$ cat config.mk
export PLATFORM = sky130hd
export DESIGN_NAME = uart_tx_serializer
export DESIGN_NICKNAME = d
export VERILOG_FILES = /design/src/rtl/uart_tx_serializer.sv
export SDC_FILE = /design/constraint.sdc
export NUM_CORES = 1
export LEC_CHECK = 0
export BUFFER_PORTS_ARGS = -buffer_cell sky130_fd_sc_hd__buf_2
export CORE_UTILIZATION = 40
export DETAILED_ROUTE_END_ITERATION = 7
export GPL_TIMING_DRIVEN = 0
export REMOVE_ABC_BUFFERS = 1
export SYNTH_ARGS = -nofsm -noshare
export SYNTH_HDL_FRONTEND = slang
export SYNTH_SLANG_ARGS = --single-unit
$ cat constraint.sdc
create_clock -name clk -period 5.2 [get_ports clk]
set_clock_uncertainty 0.2 [all_clocks]
set_input_delay 0.26 -clock clk [delete_from_list [all_inputs] [get_ports clk]]
set_output_delay 0.26 -clock clk [all_outputs]
set_load 0.01 [all_outputs]
$ cat src/rtl/uart_tx_serializer.sv
// Purpose: UART transmit serializer: start bit, DATA_BITS data bits LSB first, optional parity, STOP_BITS stop bits.
// Latency: start bit appears on tx_serial 1 clk after accept; each bit lasts OVERSAMPLE tick16 pulses.
// Backpressure: tx_ready is high only in IDLE; tx_valid while busy is ignored and there is no buffering.
//
// Ports:
//   clk       system clock, all logic on posedge
//   rst       synchronous active-low reset
//   tick16    oversample enable, one pulse per 1/OVERSAMPLE bit time
//   tx_data   word to send, latched on accept
//   tx_valid  producer has a word
//   tx_ready  block can accept a word (IDLE only)
//   tx_serial serial line, idle high, registered
//   tx_busy   frame in progress, registered
//   tx_done   one-clk pulse at the end of the last stop bit
//
// Optional feature: define UART_TX_PARITY_EN to insert a parity bit (even, or odd when PARITY_ODD=1)
// between the data bits and the stop bits.
module uart_tx_serializer #(
    parameter int DATA_BITS  = 8,
    parameter int OVERSAMPLE = 16,
    parameter int STOP_BITS  = 1,
    parameter int PARITY_ODD = 0
) (
    input  logic                 clk,
    input  logic                 rst,
    input  logic                 tick16,
    input  logic [DATA_BITS-1:0] tx_data,
    input  logic                 tx_valid,
    output logic                 tx_ready,
    output logic                 tx_serial,
    output logic                 tx_busy,
    output logic                 tx_done
);

    localparam int TW = $clog2(OVERSAMPLE);
    localparam int BW = $clog2(DATA_BITS);

    localparam logic [TW-1:0] TICK_LAST = TW'(OVERSAMPLE - 1);
    localparam logic [BW-1:0] DATA_LAST = BW'(DATA_BITS - 1);
    localparam logic [BW-1:0] STOP_LAST = BW'(STOP_BITS - 1);

    // Elaboration-time parameter sanity checks.
    if (DATA_BITS < 5 || DATA_BITS > 8) begin : g_chk_data_bits
        $error("uart_tx_serializer: DATA_BITS must be 5..8");
    end
    if (OVERSAMPLE < 4 || OVERSAMPLE > 16 || (OVERSAMPLE & (OVERSAMPLE - 1)) != 0) begin : g_chk_oversample
        $error("uart_tx_serializer: OVERSAMPLE must be a power of two in 4..16");
    end
    if (STOP_BITS < 1 || STOP_BITS > 2) begin : g_chk_stop_bits
        $error("uart_tx_serializer: STOP_BITS must be 1 or 2");
    end
    if (PARITY_ODD != 0 && PARITY_ODD != 1) begin : g_chk_parity_odd
        $error("uart_tx_serializer: PARITY_ODD must be 0 or 1");
    end

    typedef enum logic [2:0] {
        S_IDLE   = 3'd0,
        S_START  = 3'd1,
        S_DATA   = 3'd2,
`ifdef UART_TX_PARITY_EN
        S_PARITY = 3'd4,
`endif
        S_STOP   = 3'd3
    } state_t;

    state_t               state,   state_nxt;
    logic [TW-1:0]        cnt,     cnt_nxt;
    logic [BW-1:0]        bitcnt,  bitcnt_nxt;
    logic [DATA_BITS-1:0] shreg,   shreg_nxt;
    logic                 done_nxt;
    logic                 serial_nxt;
    logic                 busy_nxt;
    logic                 bit_end;

`ifdef UART_TX_PARITY_EN
    logic                 par_bit, par_nxt;
`endif

    // A bit period closes on the tick that would wrap the counter.
    assign bit_end  = tick16 && (cnt == TICK_LAST);
    assign tx_ready = (state == S_IDLE);

    // State register: FSM state, datapath and the registered line outputs.
    always_ff @(posedge clk) begin
        if (!rst) begin
            state     <= S_IDLE;
            cnt       <= '0;
            bitcnt    <= '0;
            shreg     <= '0;
            tx_serial <= 1'b1;
            tx_busy   <= 1'b0;
            tx_done   <= 1'b0;
        end else begin
            state     <= state_nxt;
            cnt       <= cnt_nxt;
            bitcnt    <= bitcnt_nxt;
            shreg     <= shreg_nxt;
            tx_serial <= serial_nxt;
            tx_busy   <= busy_nxt;
            tx_done   <= done_nxt;
        end
    end

`ifdef UART_TX_PARITY_EN
    always_ff @(posedge clk) begin
        if (!rst) begin
            par_bit <= 1'b0;
        end else begin
            par_bit <= par_nxt;
        end
    end
`endif

    // Next-state and datapath update.
    always_comb begin
        state_nxt  = state;
        cnt_nxt    = cnt;
        bitcnt_nxt = bitcnt;
        shreg_nxt  = shreg;
        done_nxt   = 1'b0;
`ifdef UART_TX_PARITY_EN
        par_nxt    = par_bit;
`endif

        // Ticks only count once a frame is underway, so a tick coincident
        // with accept does not shorten the start bit.
        if (state != S_IDLE && tick16) begin
            cnt_nxt = cnt + TW'(1);
        end

        case (state)
            S_IDLE: begin
                if (tx_valid) begin
                    state_nxt  = S_START;
                    cnt_nxt    = '0;
                    bitcnt_nxt = '0;
                    shreg_nxt  = tx_data;
`ifdef UART_TX_PARITY_EN
                    par_nxt    = (^tx_data) ^ PARITY_ODD[0];
`endif
                end
            end
            S_START: begin
                if (bit_end) begin
                    state_nxt  = S_DATA;
                    bitcnt_nxt = '0;
                end
            end
            S_DATA: begin
                if (bit_end) begin
                    shreg_nxt = shreg >> 1;
                    if (bitcnt == DATA_LAST) begin
                        bitcnt_nxt = '0;
`ifdef UART_TX_PARITY_EN
                        state_nxt  = S_PARITY;
`else
                        state_nxt  = S_STOP;
`endif
                    end else begin
                        bitcnt_nxt = bitcnt + BW'(1);
                    end
                end
            end
`ifdef UART_TX_PARITY_EN
            S_PARITY: begin
                if (bit_end) begin
                    state_nxt  = S_STOP;
                    bitcnt_nxt = '0;
                end
            end
`endif
            S_STOP: begin
                if (bit_end) begin
                    if (bitcnt == STOP_LAST) begin
                        state_nxt  = S_IDLE;
                        bitcnt_nxt = '0;
                        done_nxt   = 1'b1;
                    end else begin
                        bitcnt_nxt = bitcnt + BW'(1);
                    end
                end
            end
            default: begin
                state_nxt = S_IDLE;
            end
        endcase
    end

    // Output decode from the next state, so the line and busy flag are
    // registered alongside the state they describe.
    always_comb begin
        serial_nxt = 1'b1;
        busy_nxt   = (state_nxt != S_IDLE);
        case (state_nxt)
            S_START:  serial_nxt = 1'b0;
            S_DATA:   serial_nxt = shreg_nxt[0];
`ifdef UART_TX_PARITY_EN
            S_PARITY: serial_nxt = par_nxt;
`endif
            default:  serial_nxt = 1'b1;
        endcase
    end

endmodule

==> qor.yml <==
worst_setup_path:
  path_delay_family: "simple AND/OR/NAND/NOR gates"
  crit_arrival_ps: 2280
  cp_slowest_stage_delay_ps: 1030
  worstSetupPathType: "reg -> reg"
  path_cells: "nor4b_2, a31oi_1, nand2_1, a21boi_0"
  crit_fanout: 14
  critPathLaunchType: "flop"
  cp.buffers_inverters: 0
  worst_ep_required_time_ps: 5200
  slowest_stage: "nor4b_2"
  crit_path_end_kind: "flop"
final_layout:
  n_antenna_cell: 0
  n_fill_cell: 269
  area_growth_pct: 9.39
  drive_gt1_share_pct: 15.7
  nNetsFinal: 151
timing:
  finalHoldViolCount: 0
  slew_violations: 0
  whs_ps: 9.20
  fin_setup_tns_ps: 0
  max_freq_mhz: 439
  rsz0062_at_grt: "false"
  slew_headroom_pct: 23.1
  tightest_slew_ps: 1150
  fin_crit_ps: 2280
  period_share_pct: 43.8
  setup_viol: 0
cts:
  cts_root_buf: "clkbuf_4"
  cts_tree: "built"
  cts_buffers: 3
  clk_path_buf_depth: 2
  path_clk_slew_ps: 120
  postCtsHoldBufs: 1
  cts_resized: 0
  cts_sinks: 21
  clk_latency_ps: 300
  htreeDepth: 1
  post_cts_buffers: 0
synthesis:
  synth_top_area_share_pct: 38.5
  synth_fa_ha_area_share_pct: 4.58
  ys.warnings.count: 0
  syn_inst: 122
  yosys.area.top_type: "dfxtp_1"
  synth.avg_cell_area_um2: 8.95
  synth_seq_cells: 21
  synth-simple-area-share_pct: 24.3
  ys_top_cells_by_area: "dfxtp_1 (38%), a21boi_0 (7.6%), nand2_1 (4.8%), ha_1 (4.6%), a22oi_1 (4.1%)"
  ys_seq_area_share_pct: 38.5
  syn_area_mm2: 0.00109
  synth_compound_area_share_pct: 24.6
  synth-xor-area-share_pct: 0.802
  synth_top_family_by_area: "compound AO/OA/AOI/OAI gates"
  synth.distinct_cells: 39
  muxShareOfSynthArea_pct: 1.83
detailed_routing:
  first_iter_violations: 9
  routedWlPerCell_um: 12.1
  drc: 0
  drt-vias-per-instance: 5.61
  firstDrtPassIters: 4
  vias: 920
  routed_wl_um: 1990
  ant_nets: 0
min_path:
  hold_class: "in -> reg"
global_route:
  grt_use_total_pct: 16.1
  overflow: 0
  antenna_found_initial: 0
  grt_max_degree: 22
  grt_pass1_vias: 767
  grt_pass1_wl_um: 3390
floorplan:
  initial_core_util_pct: 43.3
  coreArea_mm2: 0.00252
  die_y_um: 54.3
  io_pins: 16
  fp-row-count: 18
  die-width_um: 54.3
  dieArea_mm2: 0.00294
placement:
  dp_hpwl_um: 1400
  port-buffer-count: 15
  gp_congestion: 0.702
power:
  leakagePower_nw: 0.463
  p_sw_share_pct: 24.7
  power.internal_w: 0.000211
  p_switching_w: 0.0000692
  vdd_drop_max_uv: 133
  pwr-share-seq_pct: 61.4
  power_frac_clock_pct: 27.6
  p_per_area_mw_per_mm2: 234
  combPwrFrac_pct: 11.1
run_status:
  status: "finished clean"
flow_run:
  cap_violations: 0
## per-stage QoR
stage	util [%]	total power [W]	setup slack, ps	std cells	area, um2
3_5_place_dp	45.9	0.000206	2900	159	1160
5_1_grt	47.4	0.000300	2740	164	1190
3_3_place_gp	45.9	0.000205	2940	159	1160
2_1_floorplan	-	0.000194	3350	114	1040
4_1_cts	47.4	0.000285	2900	164	1190
6_report	47.4	0.000280	2920	164	1190
## cell usage after synthesis, drive strengths merged
cell type	n
or3	1
o211a	2
buf	4
nand4	2
dfxtp	21
nor2	2
o21a	3
nand3	1
a211o	1
nand4b	1
a22oi	6
nor4	2
a31oi	3
mux2i	2
nor2b	5
a311oi	1
a21oi	3
o21bai	1
conb	1
xor2	1
and2	2
nor3b	1
or3b	1
clkbuf	4
nand2b	3
nor3	3
and3	1
o21ai	5
nand2	14
a21boi	12
a211oi	1
nand3b	3
ha	4
and4	1
nor4b	1
inv	2
and3b	1
## worst register-to-register path, stage by stage (launching register included)
cell	delay, ps
dfxtp_1	450
nor4b_2	1040
a31oi_1	280
nand2_1	140
a21boi_0	80
## cells in the final DEF (no fill, tap or decap), types with 4 or more instances in the layout
cell type / synthesis / final
o21ai_0: 5 / 5
a21boi_0: 11 / 11
a22oi_1: 6 / 6
nand2_1: 14 / 14
buf_2: 2 / 15
ha_1: 4 / 4
nor2b_1: 5 / 5
dfxtp_1: 21 / 21
## power by group through the flow
stage	Combinational (W)	Clock, W	Sequential (W)
4_1_cts	0.0000315	0.0000820	0.000172
3_5_place_dp	0.0000308	0	0.000175
2_1_floorplan	0.0000190	0	0.000175
6_report	0.0000310	0.0000772	0.000172
3_3_place_gp	0.0000298	0	0.000175
5_1_grt	0.0000350	0.0000913	0.000173
## layer usage
| metal | global-route usage (%) | wire length, um |
|---|---|---|
| met3 | 3.33 | 59 |
| met5 | 0 | 0 |
| met1 | 21.4 | 993 |
| met2 | 25.4 | 919 |
| met4 | 6.41 | 13 |
## worst paths after layout
| path | start | slack (ps) | cells after the start | to |
|---|---|---|---|---|
| worst min-delay path | tx_data[0] | 9 | 3 | shreg[0] |
| worst max register to register | state[2] | 2920 | 4 | shreg[5] |
| worst min register to register | shreg[4] | 280 | 2 | shreg[4] |
| worst max-delay path | state[2] | 2920 | 4 | shreg[5] |
## registers in the layout (all words and copies together), names as in the netlist
register   flops
tx_done        1
shreg          8
state          3
bitcnt         3
tx_serial      1
cnt            4
tx_busy        1
## logic make-up (layout without fill, tap and decap cells)
kind of cell	Yosys count	in the layout
other cells	1	1
mux	2	2
flops	21	21
xor+xnor	1	1
fa+ha+maj	4	4
buf+inv	10	22
simple gates	45	45
compound gates	38	38
## cell type report
cell class                      instances  area, um2  area share [%]
Inverter                                2       7.51           0.628
Clock buffer                            3       22.5            1.88
Sequential cell                        21        420            35.2
Timing Repair Buffer                   16       85.1            7.12
Tap cell                               30       37.5            3.14
Multi-Input combinational cell         91        617            51.6
Clock inverter                          1       5.00           0.419
(Power assumes the default switching activity.)
